## config.mk

```make
export PLATFORM = sky130hd
export DESIGN_NAME = control_sequencer
export DESIGN_NICKNAME = d
export VERILOG_FILES = /design/src/rtl/control_sequencer.sv
export SDC_FILE = /design/constraint.sdc
export NUM_CORES = 1
export LEC_CHECK = 0
export BUFFER_PORTS_ARGS = -buffer_cell sky130_fd_sc_hd__buf_2
export CAP_MARGIN = 20
export CORE_MARGIN = 2
export CORE_UTILIZATION = 45
export CTS_CLUSTER_SIZE = 25
export DETAILED_ROUTE_END_ITERATION = 16
export PLACE_DENSITY_LB_ADDON = 0.05
export RECOVER_POWER = 50
export SYNTH_ARGS = -nofsm -noshare
export SYNTH_HDL_FRONTEND = slang
export SYNTH_SLANG_ARGS = --single-unit
```

## constraint.sdc

```tcl
create_clock -name clock -period 3 [get_ports clock]
set_input_delay 0.75 -clock clock [delete_from_list [all_inputs] [get_ports clock]]
set_output_delay 0.75 -clock clock [all_outputs]
set_load 0.01 [all_outputs]
```

## src/rtl/control_sequencer.sv

```systemverilog
// Hard-wired Moore control unit for a Mini SRC-style CPU: three fetch steps (T0-T2),
// up to five per-opcode execute steps (T3-T7), plus HALT and PAUSE parking states.
module control_sequencer #(
  parameter logic [4:0] ADD_OP  = 5'b00011,
  parameter logic [4:0] HALT_OP = 5'b11011
) (
  input  logic        clock,
  input  logic        clear,
  input  logic [31:0] IR,
  input  logic        CON,
  input  logic        stop,
  output logic        run,
  output logic        Gra,
  output logic        Grb,
  output logic        Grc,
  output logic        Rin,
  output logic        Rout,
  output logic        BAout,
  output logic        PCin,
  output logic        IRin,
  output logic        MARin,
  output logic        MDRin,
  output logic        Yin,
  output logic        Zin,
  output logic        HIin,
  output logic        LOin,
  output logic        OutPortin,
  output logic        CONin,
  output logic        PCout,
  output logic        MDRout,
  output logic        Zhighout,
  output logic        Zlowout,
  output logic        HIout,
  output logic        LOout,
  output logic        InPortout,
  output logic        Cout,
  output logic        Read,
  output logic        Write,
  output logic        IncPC,
  output logic [4:0]  opcode
);

  typedef enum logic [3:0] {
    T0, T1, T2, T3, T4, T5, T6, T7, HALT, PAUSE
  } state_t;

  typedef enum logic [3:0] {
    C_ALU, C_IMM, C_LDI, C_LD, C_ST, C_MULDIV, C_NEGNOT, C_BR,
    C_JR, C_JAL, C_IN, C_OUT, C_MFHI, C_MFLO, C_HALT, C_NOP
  } cls_t;

  state_t      state_r;
  cls_t        cls_s;
  state_t      last_s;
  logic [4:0]  op_s;
  logic        ir_unused_s;

  assign op_s        = IR[31:27];
  assign ir_unused_s = ^IR[26:0];

  // Group opcodes into execute-sequence classes; nop and unassigned codes share C_NOP.
  always_comb begin
    case (op_s) inside
      HALT_OP:       cls_s = C_HALT;
      5'd0:          cls_s = C_LD;
      5'd1:          cls_s = C_LDI;
      5'd2:          cls_s = C_ST;
      [5'd3:5'd11]:  cls_s = C_ALU;
      [5'd12:5'd14]: cls_s = C_IMM;
      5'd15, 5'd16:  cls_s = C_MULDIV;
      5'd17, 5'd18:  cls_s = C_NEGNOT;
      5'd19:         cls_s = C_BR;
      5'd20:         cls_s = C_JR;
      5'd21:         cls_s = C_JAL;
      5'd22:         cls_s = C_IN;
      5'd23:         cls_s = C_OUT;
      5'd24:         cls_s = C_MFHI;
      5'd25:         cls_s = C_MFLO;
      default:       cls_s = C_NOP;
    endcase
  end

  // Final execute step of each instruction class.
  always_comb begin
    case (cls_s)
      C_ALU, C_IMM, C_LDI:              last_s = T5;
      C_LD, C_ST:                       last_s = T7;
      C_MULDIV, C_BR:                   last_s = T6;
      C_NEGNOT, C_JAL:                  last_s = T4;
      C_JR, C_IN, C_OUT, C_MFHI, C_MFLO: last_s = T3;
      default:                          last_s = T2;
    endcase
  end

  // Step sequencer; stop only matters where an instruction would otherwise re-enter T0.
  always_ff @(posedge clock) begin
    if (clear) begin
      state_r <= T0;
    end else begin
      case (state_r)
        T0: state_r <= T1;
        T1: state_r <= T2;
        T2: begin
          if (cls_s == C_HALT)     state_r <= HALT;
          else if (cls_s == C_NOP) state_r <= stop ? PAUSE : T0;
          else                     state_r <= T3;
        end
        T3, T4, T5, T6, T7: begin
          if (state_r == last_s || state_r == T7) state_r <= stop ? PAUSE : T0;
          else                                    state_r <= state_t'(state_r + 4'd1);
        end
        HALT:    state_r <= HALT;
        PAUSE:   state_r <= stop ? PAUSE : T0;
        default: state_r <= T0;
      endcase
    end
  end

  // Strobe decode from state and IR; CON is consulted only in the branch T6 step.
  always_comb begin
    {Gra, Grb, Grc, Rin, Rout, BAout}                                    = 6'd0;
    {PCin, IRin, MARin, MDRin, Yin, Zin, HIin, LOin, OutPortin, CONin}   = 10'd0;
    {PCout, MDRout, Zhighout, Zlowout, HIout, LOout, InPortout, Cout}    = 8'd0;
    {Read, Write, IncPC}                                                 = 3'd0;
    run    = 1'b0;
    opcode = op_s;
    if (clear) begin
      opcode = 5'd0;
    end else begin
      case (state_r)
        T0: begin
          run = 1'b1; opcode = ADD_OP;
          PCout = 1'b1; MARin = 1'b1; IncPC = 1'b1; Zin = 1'b1;
        end
        T1: begin
          run = 1'b1; opcode = ADD_OP;
          Zlowout = 1'b1; PCin = 1'b1; Read = 1'b1; MDRin = 1'b1;
        end
        T2: begin
          run = 1'b1; opcode = ADD_OP;
          MDRout = 1'b1; IRin = 1'b1;
        end
        T3: begin
          run = 1'b1;
          case (cls_s)
            C_ALU, C_IMM:      begin Grb = 1'b1; Rout = 1'b1; Yin = 1'b1; end
            C_LDI, C_LD, C_ST: begin Grb = 1'b1; BAout = 1'b1; Yin = 1'b1; end
            C_MULDIV:          begin Gra = 1'b1; Rout = 1'b1; Yin = 1'b1; end
            C_NEGNOT:          begin Grb = 1'b1; Rout = 1'b1; Zin = 1'b1; end
            C_BR:              begin Gra = 1'b1; Rout = 1'b1; CONin = 1'b1; end
            C_JR:              begin Gra = 1'b1; Rout = 1'b1; PCin = 1'b1; end
            C_JAL:             begin PCout = 1'b1; Gra = 1'b1; Rin = 1'b1; end
            C_IN:              begin InPortout = 1'b1; Gra = 1'b1; Rin = 1'b1; end
            C_OUT:             begin Gra = 1'b1; Rout = 1'b1; OutPortin = 1'b1; end
            C_MFHI:            begin HIout = 1'b1; Gra = 1'b1; Rin = 1'b1; end
            C_MFLO:            begin LOout = 1'b1; Gra = 1'b1; Rin = 1'b1; end
            default:           run = 1'b1;
          endcase
        end
        T4: begin
          run = 1'b1;
          case (cls_s)
            C_ALU:             begin Grc = 1'b1; Rout = 1'b1; Zin = 1'b1; end
            C_IMM:             begin Cout = 1'b1; Zin = 1'b1; end
            C_LDI, C_LD, C_ST: begin Cout = 1'b1; Zin = 1'b1; opcode = ADD_OP; end
            C_MULDIV:          begin Grb = 1'b1; Rout = 1'b1; Zin = 1'b1; end
            C_NEGNOT:          begin Zlowout = 1'b1; Gra = 1'b1; Rin = 1'b1; end
            C_BR:              begin PCout = 1'b1; Yin = 1'b1; end
            C_JAL:             begin Grb = 1'b1; Rout = 1'b1; PCin = 1'b1; end
            default:           run = 1'b1;
          endcase
        end
        T5: begin
          run = 1'b1;
          case (cls_s)
            C_ALU, C_IMM, C_LDI: begin Zlowout = 1'b1; Gra = 1'b1; Rin = 1'b1; end
            C_LD, C_ST:          begin Zlowout = 1'b1; MARin = 1'b1; end
            C_MULDIV:            begin Zlowout = 1'b1; LOin = 1'b1; end
            C_BR:                begin Cout = 1'b1; Zin = 1'b1; opcode = ADD_OP; end
            default:             run = 1'b1;
          endcase
        end
        T6: begin
          run = 1'b1;
          case (cls_s)
            C_LD:     begin Read = 1'b1; MDRin = 1'b1; end
            C_ST:     begin Gra = 1'b1; Rout = 1'b1; MDRin = 1'b1; end
            C_MULDIV: begin Zhighout = 1'b1; HIin = 1'b1; end
            C_BR: begin
              if (CON) begin
                Zlowout = 1'b1; PCin = 1'b1;
              end else begin
                PCin = 1'b0;
              end
            end
            default:  run = 1'b1;
          endcase
        end
        T7: begin
          run = 1'b1;
          case (cls_s)
            C_LD:    begin MDRout = 1'b1; Gra = 1'b1; Rin = 1'b1; end
            C_ST:    Write = 1'b1;
            default: run = 1'b1;
          endcase
        end
        default: run = 1'b0;
      endcase
    end
  end

endmodule

```

* Word level (Yosys, flattened, before mapping) *
Memory sizes are Yosys's and may differ from the RTL's.
Index checks and enable logic that the tools add are counted.

word-level totals
  flip-flop bits (word level) = 4
  ROM bits = 48
  output and inout port bits = 33
  word-level logic and storage cells = 171
  memories = 1

memories
  name              words  width  read ports  clocked after memory_dff  wr ports  RTL line  text
  (name not given)  16     3      1           0                         0         85        case (cls_s)

operators by class
  add/subtract/negate cells = 1
  order comparisons = 4
  equality and inequality tests = 39
  mux-type cells = 103
  reduce and logical (&&, ||, !) cells = 22

operators by type and width
  operator                                                        number
  two-way mux 1 bit                                               65
  == test 5 bit, second input constant                            11
  two-way mux 4 bit                                               13
  == test 4 bit, second input constant                            10
  == test 4 x 3 -> 1 bit, second input constant                   8
  one-hot mux 4 bit (6 select lines)                              1
  == test 4 x 2 -> 1 bit, second input constant                   4
  one-hot mux 1 bit (4 select lines)                              4
  OR reduction 8 bit                                              2
  two-way mux 5 bit                                               3
  one-hot mux 5 bit (3 select lines)                              1
  one-hot mux 1 bit (2 select lines)                              7
  two-way mux 3 bit                                               4
  OR reduction 3 bit                                              4
  OR reduction 6 bit                                              2
  less-or-equal comparator 5 x 4 -> 1 bit, second input constant  2
  == test 4 x 1 -> 1 bit, second input constant                   2
  logical NOT 4 bit                                               2
  OR reduction 2 bit                                              4
  OR reduction 4 bit                                              2
  OR reduction 7 bit                                              1
  one-hot mux 1 bit (3 select lines)                              2
  == test 5 x 1 -> 1 bit, second input constant                   1
  == test 5 x 2 -> 1 bit, second input constant                   1
  11 further kinds                                                13

* Logic depth before layout (Yosys ltp) *
Gate-level depths: netlist (run 1).

  word-level depth = 21
  mapped depth = 9

* Least setup slack after synthesis (run 1) *
No wires, ideal clock.

  kind = input to output
  from = in IR[30]
  to = out Zhighout
  arrival = 2107 ps
  required time = 2250 ps
  setup slack = 143 ps
  cell stages on the path = 7
  cell sequence = buf_2 -> clkbuf_1 -> clkbuf_1 -> nand4_1 -> a21o_1 -> nor2_1 -> buf_4

between the ends
  word-level cells in the longest chain between the ends = 20
  elaborated cells on any way between the ends = 42
  those cells by class = order compare (4); eq/ne (15); mux (18); reduce/logical (5)

RTL lines
  what                               RTL line  text
  start: declaration                 9         input logic [31:0] IR,
  == test 5 bit (no line)            -
  two-way mux 2 bit (2 in series)    63        case (op_s) inside
  two-way mux 3 bit (4 in series)    63
  two-way mux 4 bit (8 in series)    63
  two-way mux 4 bit *                63
  == test 4 x 3 -> 1 bit *           -
  two-way mux 1 bit * (3 in series)  -
  end: declaration                   31        output logic Zhighout,

Mark *: on every way between the ends. The rest lies on a longest branch, timed or not.

* Worst setup path after layout (run 1) *
  from = in IR[27]
  to = out Zlowout

between the ends
  word-level cells in the longest chain between the ends = 21
  elaborated cells on any way between the ends = 52
  those cells by class = order compare (4); eq/ne (21); mux (20); reduce/logical (7)

RTL lines
  what                                            RTL line  text
  == test 5 bit (no line)                         -
  two-way mux 2 bit (2 in series)                 63
  two-way mux 3 bit (4 in series)                 63
  two-way mux 4 bit (8 in series)                 63
  two-way mux 4 bit *                             63
  == test 4 x 3 -> 1 bit (tied with other cells)  175       case (cls_s)
  OR reduction 6 bit (no line)                    -
  two-way mux 1 bit                               175
  one-hot mux 1 bit (4 select lines) *            130       case (state_r)
  two-way mux 1 bit *                             127       if (clear) begin
  end: declaration                                32        output logic Zlowout,

Marked as above.

==> results of run 1 <==
metrics by stage:
step | instance area [sq um] | hold WS [ns] | instances
6_report | 1730 | 0.661 | 322
5_1_grt | 1730 | 0.686 | 322
4_1_cts | 1750 | 0.657 | 322
3_5_place_dp | 1730 | 0.643 | 319
3_3_place_gp | 1730 | 0.633 | 319
2_1_floorplan | 1400 | 0.555 | 245
kinds of logic (layout without fill, tap and decap cells):
family                     after synthesis  after routing
DFF                                      4              4
adders and majority gates                4              4
buffers and inverters                   31             75
and+or+nand+nor                        123            123
AOI/OAI and AO/OA                       79             79
muxes                                    4              4
synthesized netlist by cell type, drive strengths merged (4+ instances only):
cell,count,area [sq um]
nand2,34,128
nor2,30,113
inv,6,22.5
a21oi,25,129
nand3,6,30.0
a31oi,4,25.0
and2,8,50.1
nand4,8,50.1
nor2b,8,50.1
buf,6,37.5
ha,4,50.1
nand2b,9,56.3
a21o,4,30.0
clkbuf,19,71.3
o21ai,18,90.1
a22oi,4,30.0
dfxtp,4,80.1
nor3,9,45.0
critical path, delay by kind of cell:
family / cells / cell delay, ns
and+or+nand+nor: 3 / 0.64
AOI/OAI and AO/OA: 2 / 0.34
buffers and inverters: 2 / 0.38
cell usage in the layout (no fill, tap or decap), types with 9 or more instances in the layout:
cell	instances
buf_2	33
buf_4	22
nand2_1	34
nand2b_1	9
a21oi_1	24
o21ai_0	18
nor2_1	29
clkbuf_1	11
nor3_1	9
final cells by class:
type                    instances  area share
well taps                      33      0.0238
repair buffers                 66       0.215
multi-input cells             210       0.689
clock buffers                   3      0.0130
inverters                       6      0.0130
flip-flops and latches          4      0.0470
routing by layer:
| layer | vias to the layer above | part of all wire | GRT usage |
|---|---|---|---|
| met5 | - | 0 | 0 |
| met4 | 0 | 0.0015 | 0.0413 |
| met3 | 2 | 0.066 | 0.00649 |
| met2 | 75 | 0.46 | 0.416 |
| met1 | 878 | 0.48 | 0.415 |
| li1 | 963 | - | - |
power groups by stage:
stage,Combinational [mW],Sequential (mW),Clock [mW]
floorplan,0.453,0.0789,0
global placement,0.614,0.101,0
detailed placement,0.620,0.102,0
CTS,0.621,0.102,0.0697
global route,0.694,0.109,0.0703
finish,0.626,0.105,0.0666
timing repair:
| action | in CTS | in global routing |
|---|---|---|
| resized for setup | 0 | 3 |
| endpoints found under the setup margin | 0 | 9 |
| endpoints found under the hold margin | 0 | 0 |
path summary, 6_finish.rpt:
check                                        endpoint  cells after the start                  start
worst max-delay path                          Zlowout                      7                 IR[27]
worst min register to register  state_r[3]$_SDFF_PP0_                      2  state_r[2]$_SDFF_PP0_
worst min-delay path            state_r[3]$_SDFF_PP0_                      2  state_r[2]$_SDFF_PP0_
worst max register to register  state_r[0]$_SDFF_PP0_                      7  state_r[2]$_SDFF_PP0_
==> reports/metrics.yaml, run 1 <==
sta:
  period_needed_ns: 2.86
  fin_skew_ns: 0.000888
  finalSetupViolCount: 0
  hold_violations: 0
  slew_violations: 0
  max_freq_mhz: 349
  max-slew-margin-rel: 0.588
  rsz0062_at_grt: "false"
  post-route-period-util: 0.955
  worst_pin_slew_ns: 0.614
  final.setup.tns_ns: 0
  setup_ws_ns: 0.136
drt:
  avgRoutedWirePerCell_um: 14.9
  first_pass_iters: 4
  remaining_drc_errors: 0
  vias: 1918
  vias_per_cell: 5.96
  ant_nets: 0
  wirelength_um: 4790
  drt_iter0_drc: 195
logic_synthesis:
  synthCells: 245
  synthMuxAreaShare: 0.0294
  synth-edff-count: 0
  synth_compound_area_frac: 0.360
  synthAdderAreaFrac: 0.0357
  synthSimpleGateAreaFrac: 0.424
  synthDistinctLibCells: 47
  ys_warn_count: 0
  syn_nets: 285
  synth_area_sq_um: 1400
  synthXorXnorAreaFrac: 0
  ys_ff_latch: 4
  yosys_most_used_dff: "dfxtp_1"
  yosysSeqAreaShare: 0.0570
  async_reset_ff_frac: 0
  synth_area_per_cell_sq_um: 5.73
  synth_top_family_by_area: "simple AND/OR/NAND/NOR gates"
worst_setup_path:
  cpMaxStageDelayCell: "nand2_1"
  worst_setup_path_end_kind: "output pin"
  start_kind: "input port"
  worstPathCellList: "buf_2, nand2_1, nor2_1, nand4_1, a21o_1, a21oi_1, buf_2"
  crit_top_cell: "buf_2"
  crit_arrival_ns: 2.11
  required_ns: 2.25
  critPathMaxFanout: 16
  path_class: "in -> out"
  slowest_delay_ns: 0.26
  r2r_slack_ns: 1.18
pwr:
  clkPwrFrac: 0.083
  p_leak_nw: 0.724
  p_int_uw: 370
  combPwrFrac: 0.785
  p_seq_frac: 0.132
  p_per_area_nw_per_um2: 460
  power.switching_uw: 428
  p_total_uw: 797
  ir_drop_v: 0.000198
  switching_share: 0.536
outcome:
  status: "completed"
floorplanning:
  die_y_um: 59.9
  start_util: 0.467
  die_area_sq_um: 3580
  num_rows: 20
  io_pins: 69
  die_w_um: 59.9
  coreArea_sq_um: 3000
finish:
  layout.nets: 331
  fillers: 332
  diodes: 0
  drive_above_1_share: 0.225
  syn2layout_area_growth_pct: 23.4
  largest-register: "state_r"
  regArea_sq_um: 81.3
  fin_util: 0.577
  multi_input_area_sq_um: 1190
  reg.largest.list: "state_r: 4 flops"
  largest_reg_flops: 4
clock_tree:
  cts.sinks: 4
  postCtsHoldBufs: 0
  htreeDepth: 1
  cts.path.max_buffers: 2
  cts_buffers: 3
  root_buffer: "clkbuf_4"
  cts_tree: "done"
  clk_pin_slew_ns: 0.04
  postCtsSetupRepairBufs: 0
  clk_latency_ns: 0.23
worst_hold_path:
  hp-class: "reg -> reg"
grt:
  first_global_vias: 1546
  grt_max_degree: 21
  globalRouteTotalUtil: 0.268
  antenna_found_initial: 0
  grt_overflow: 0
  grt_pass1_wl_um: 7510
placed_design:
  numPortBuffers: 41
  gp_congestion: 0.897
  post-place-ws_ns: 0.0778
  dp_hpwl_um: 3670
flow_run:
  maxCapViolCount: 0
No activity file was read; power rests on OpenSTA's default activity.
==> run 2, diff against run 1 <==
--- a/config.mk
+++ b/config.mk
@@ -5,14 +5,17 @@
 export SDC_FILE = /design/constraint.sdc
 export NUM_CORES = 1
 export LEC_CHECK = 0
+export ABC_CLOCK_PERIOD_IN_PS = 3000
 export BUFFER_PORTS_ARGS = -buffer_cell sky130_fd_sc_hd__buf_2
 export CAP_MARGIN = 20
 export CORE_MARGIN = 2
 export CORE_UTILIZATION = 45
+export CTS_CLUSTER_DIAMETER = 30
 export CTS_CLUSTER_SIZE = 25
 export DETAILED_ROUTE_END_ITERATION = 16
 export PLACE_DENSITY_LB_ADDON = 0.05
 export RECOVER_POWER = 50
+export REMOVE_ABC_BUFFERS = 1
 export SYNTH_ARGS = -nofsm -noshare
 export SYNTH_HDL_FRONTEND = slang
 export SYNTH_SLANG_ARGS = --single-unit
==> reports/metrics.yaml, run 2 (same netlist as run 1, synthesis figures left out) <==
drt:
  vias_per_cell: 5.88  # was 5.96
  wirelength_um: 4850  # was 4790 um
  drt_iter0_drc: 170  # was 195
  ant_nets: 0  # unchanged
  first_pass_iters: 5  # was 4
  vias: 1900  # was 1918
  remaining_drc_errors: 0  # unchanged
  avgRoutedWirePerCell_um: 15.0  # was 14.9 um
finish:
  largest_reg_flops: 4  # unchanged
  final_common_cell: "buf_2"  # was nand2_1
  diodes: 0  # unchanged
  reg.largest.list: "state_r: 4 flops"  # unchanged
  fin_area_sq_um: 1750  # was 1730 sq um
  layout.nets: 332  # was 331
  largest-register: "state_r"  # unchanged
  final_cell_mix: "buf_2 (36), nand2_1 (34), nor2_1 (29)"  # was nand2_1 (34), buf_2 (33), nor2_1 (29)
  syn2layout_area_growth_pct: 24.8  # was 23.4%
  stdcell_count: 323  # was 322
  drive_above_1_share: 0.245  # was 0.225
  regArea_sq_um: 80.1  # was 81.3 sq um
  multi_input_area_sq_um: 1190  # about the same
  fillers: 337  # was 332
worst_setup_path:
  timing.rr.end: "state_r[3]$_SDFF_PP0_"  # was state_r[0]$_SDFF_PP0_
  r2r_cells: 7  # unchanged
  crit_arrival_ns: 2.10  # was 2.11 ns
  crit_path_end: "Gra"  # was Zlowout
  required_ns: 2.25  # about the same
  path_class: "in -> out"  # unchanged
  start_kind: "input port"  # unchanged
  critPathMaxFanout: 16  # unchanged
  r2r_slack_ns: 1.09  # was 1.18 ns
  cp-startpoint: "IR[31]"  # was IR[27]
  worst_setup_path_end_kind: "output pin"  # unchanged
  r2r-start: "state_r[0]$_SDFF_PP0_"  # was state_r[2]$_SDFF_PP0_
sta:
  final.setup.tns_ns: 0  # unchanged
  post-route-period-util: 0.949  # was 0.955
  slew_violations: 0  # unchanged
  holdWs_ns: 0.680  # was 0.661 ns
  hold_violations: 0  # unchanged
  max_freq_mhz: 351  # was 349 MHz
  fin_skew_ns: 0.00592  # was 0.000888 ns
  max-slew-margin-rel: 0.595  # was 0.588
  rsz0062_at_grt: "false"  # unchanged
  period_needed_ns: 2.85  # was 2.86 ns
  finalSetupViolCount: 0  # unchanged
  worst_pin_slew_ns: 0.604  # was 0.614 ns
clock_tree:
  cts.path.max_buffers: 2  # unchanged
  root_buffer: "clkbuf_4"  # unchanged
  clk_pin_slew_ns: 0.03  # was 0.04 ns
  clk_latency_ns: 0.24  # was 0.23 ns
  cts.sinks: 4  # unchanged
  htreeDepth: 1  # unchanged
  cts_tree: "done"  # unchanged
  cts_buffers: 3  # unchanged
grt:
  grt_pass1_wl_um: 8170  # was 7510 um
  grt_max_degree: 26  # was 21
  antenna_found_initial: 0  # unchanged
  grt_overflow: 0  # unchanged
  first_global_vias: 1710  # was 1546
  globalRouteTotalUtil: 0.291  # was 0.268
pwr:
  p_total_uw: 814  # was 797 uW
  ir_drop_v: 0.000194  # was 0.000198 V
  p_per_area_nw_per_um2: 465  # was 460 nW/um^2
  p_leak_nw: 0.750  # was 0.724 nW
floorplanning:
  die_w_um: 59.9  # unchanged
  io_pins: 69  # unchanged
  die_y_um: 59.9  # unchanged
  coreArea_sq_um: 3000  # unchanged
  start_util: 0.467  # unchanged
  die_area_sq_um: 3580  # unchanged
  num_rows: 20  # unchanged
placed_design:
  place_area_sq_um: 1740  # was 1730 sq um
  numPortBuffers: 41  # unchanged
  gp_congestion: 0.891  # was 0.897
  dp_cells: 320  # was 319
  dp_hpwl_um: 3730  # was 3670 um
outcome:
  status: "completed"  # unchanged
flow_run:
  maxCapViolCount: 0  # unchanged
worst_hold_path:
  hp-class: "reg -> reg"  # unchanged
[run 2: cell types whose count changed in the layout (fill, tap and decap cells not counted)]
cell / previous run / this run
dfxtp_2: 1 / 0
buf_2: 33 / 36
and2_0: 2 / 3
ha_1: 3 / 2
and2_1: 6 / 5
buf_4: 22 / 25
dfxtp_1: 3 / 4
ha_2: 1 / 2
clkbuf_1: 11 / 6
[run 2: what timing repair did]
action / CTS / global route
endpoints found under the setup margin: 0 / 7
hold buffers: 0 / 0
buffers inserted: 0 / 0
hold endpoints to repair: 0 / 0
gates resized for setup: 0 / 3
[run 2: area by class of cell]
class | count | share of cell area
clock buffer | 3 | 0.0129
timing repair buffer | 67 | 0.223
multi-input combinational | 210 | 0.682
sequential | 4 | 0.0457
tap | 33 | 0.0236
inverter | 6 | 0.0129
[run 2: worst min-delay path by stage]
stage,start,end,slack [ns],cells past startpoint
after floorplan,state_r[3]$_SDFF_PP0_,state_r[2]$_SDFF_PP0_,0.60,1
after global placement,state_r[3]$_SDFF_PP0_,state_r[3]$_SDFF_PP0_,0.67,3
after detailed placement,state_r[3]$_SDFF_PP0_,state_r[3]$_SDFF_PP0_,0.66,3
after CTS,state_r[3]$_SDFF_PP0_,state_r[3]$_SDFF_PP0_,0.68,3
after global routing,state_r[3]$_SDFF_PP0_,state_r[2]$_SDFF_PP0_,0.72,2
final,state_r[3]$_SDFF_PP0_,state_r[3]$_SDFF_PP0_,0.68,3
[run 2: through the flow]
stage	worst slack (ns)	util
2_1_floorplan	0.394	-
3_3_place_gp	0.120	0.578
3_5_place_dp	0.163	0.578
4_1_cts	0.0968	0.586
5_1_grt	0.00252	0.583
6_report	0.154	0.583
[run 2: power breakdown]
| part | switching (mW) | leakage (nW) | internal, mW |
|---|---|---|---|
| registers | 0.0129 | 0.0327 | 0.0677 |
| clock network | 0.0245 | 0.0138 | 0.0449 |
| logic | 0.398 | 0.703 | 0.267 |
[run 2: per-layer routing]
layer | global-route usage | routed length [um] | vias up
met5 | 0 | 0 | -
met2 | 0.481 | 2230 | 74
met4 | 0.0571 | 68 | 0
met3 | 0.0238 | 298 | 8
li1 | - | - | 966
met1 | 0.411 | 2250 | 852
[run 2: critical path, cell delays in order]
cell     delay [ns]
buf_2          0.26
buf_4          0.27
nor2b_1        0.21
a31o_2         0.13
a22o_1         0.11
nand2_1        0.05
a31oi_1        0.17
buf_2          0.15
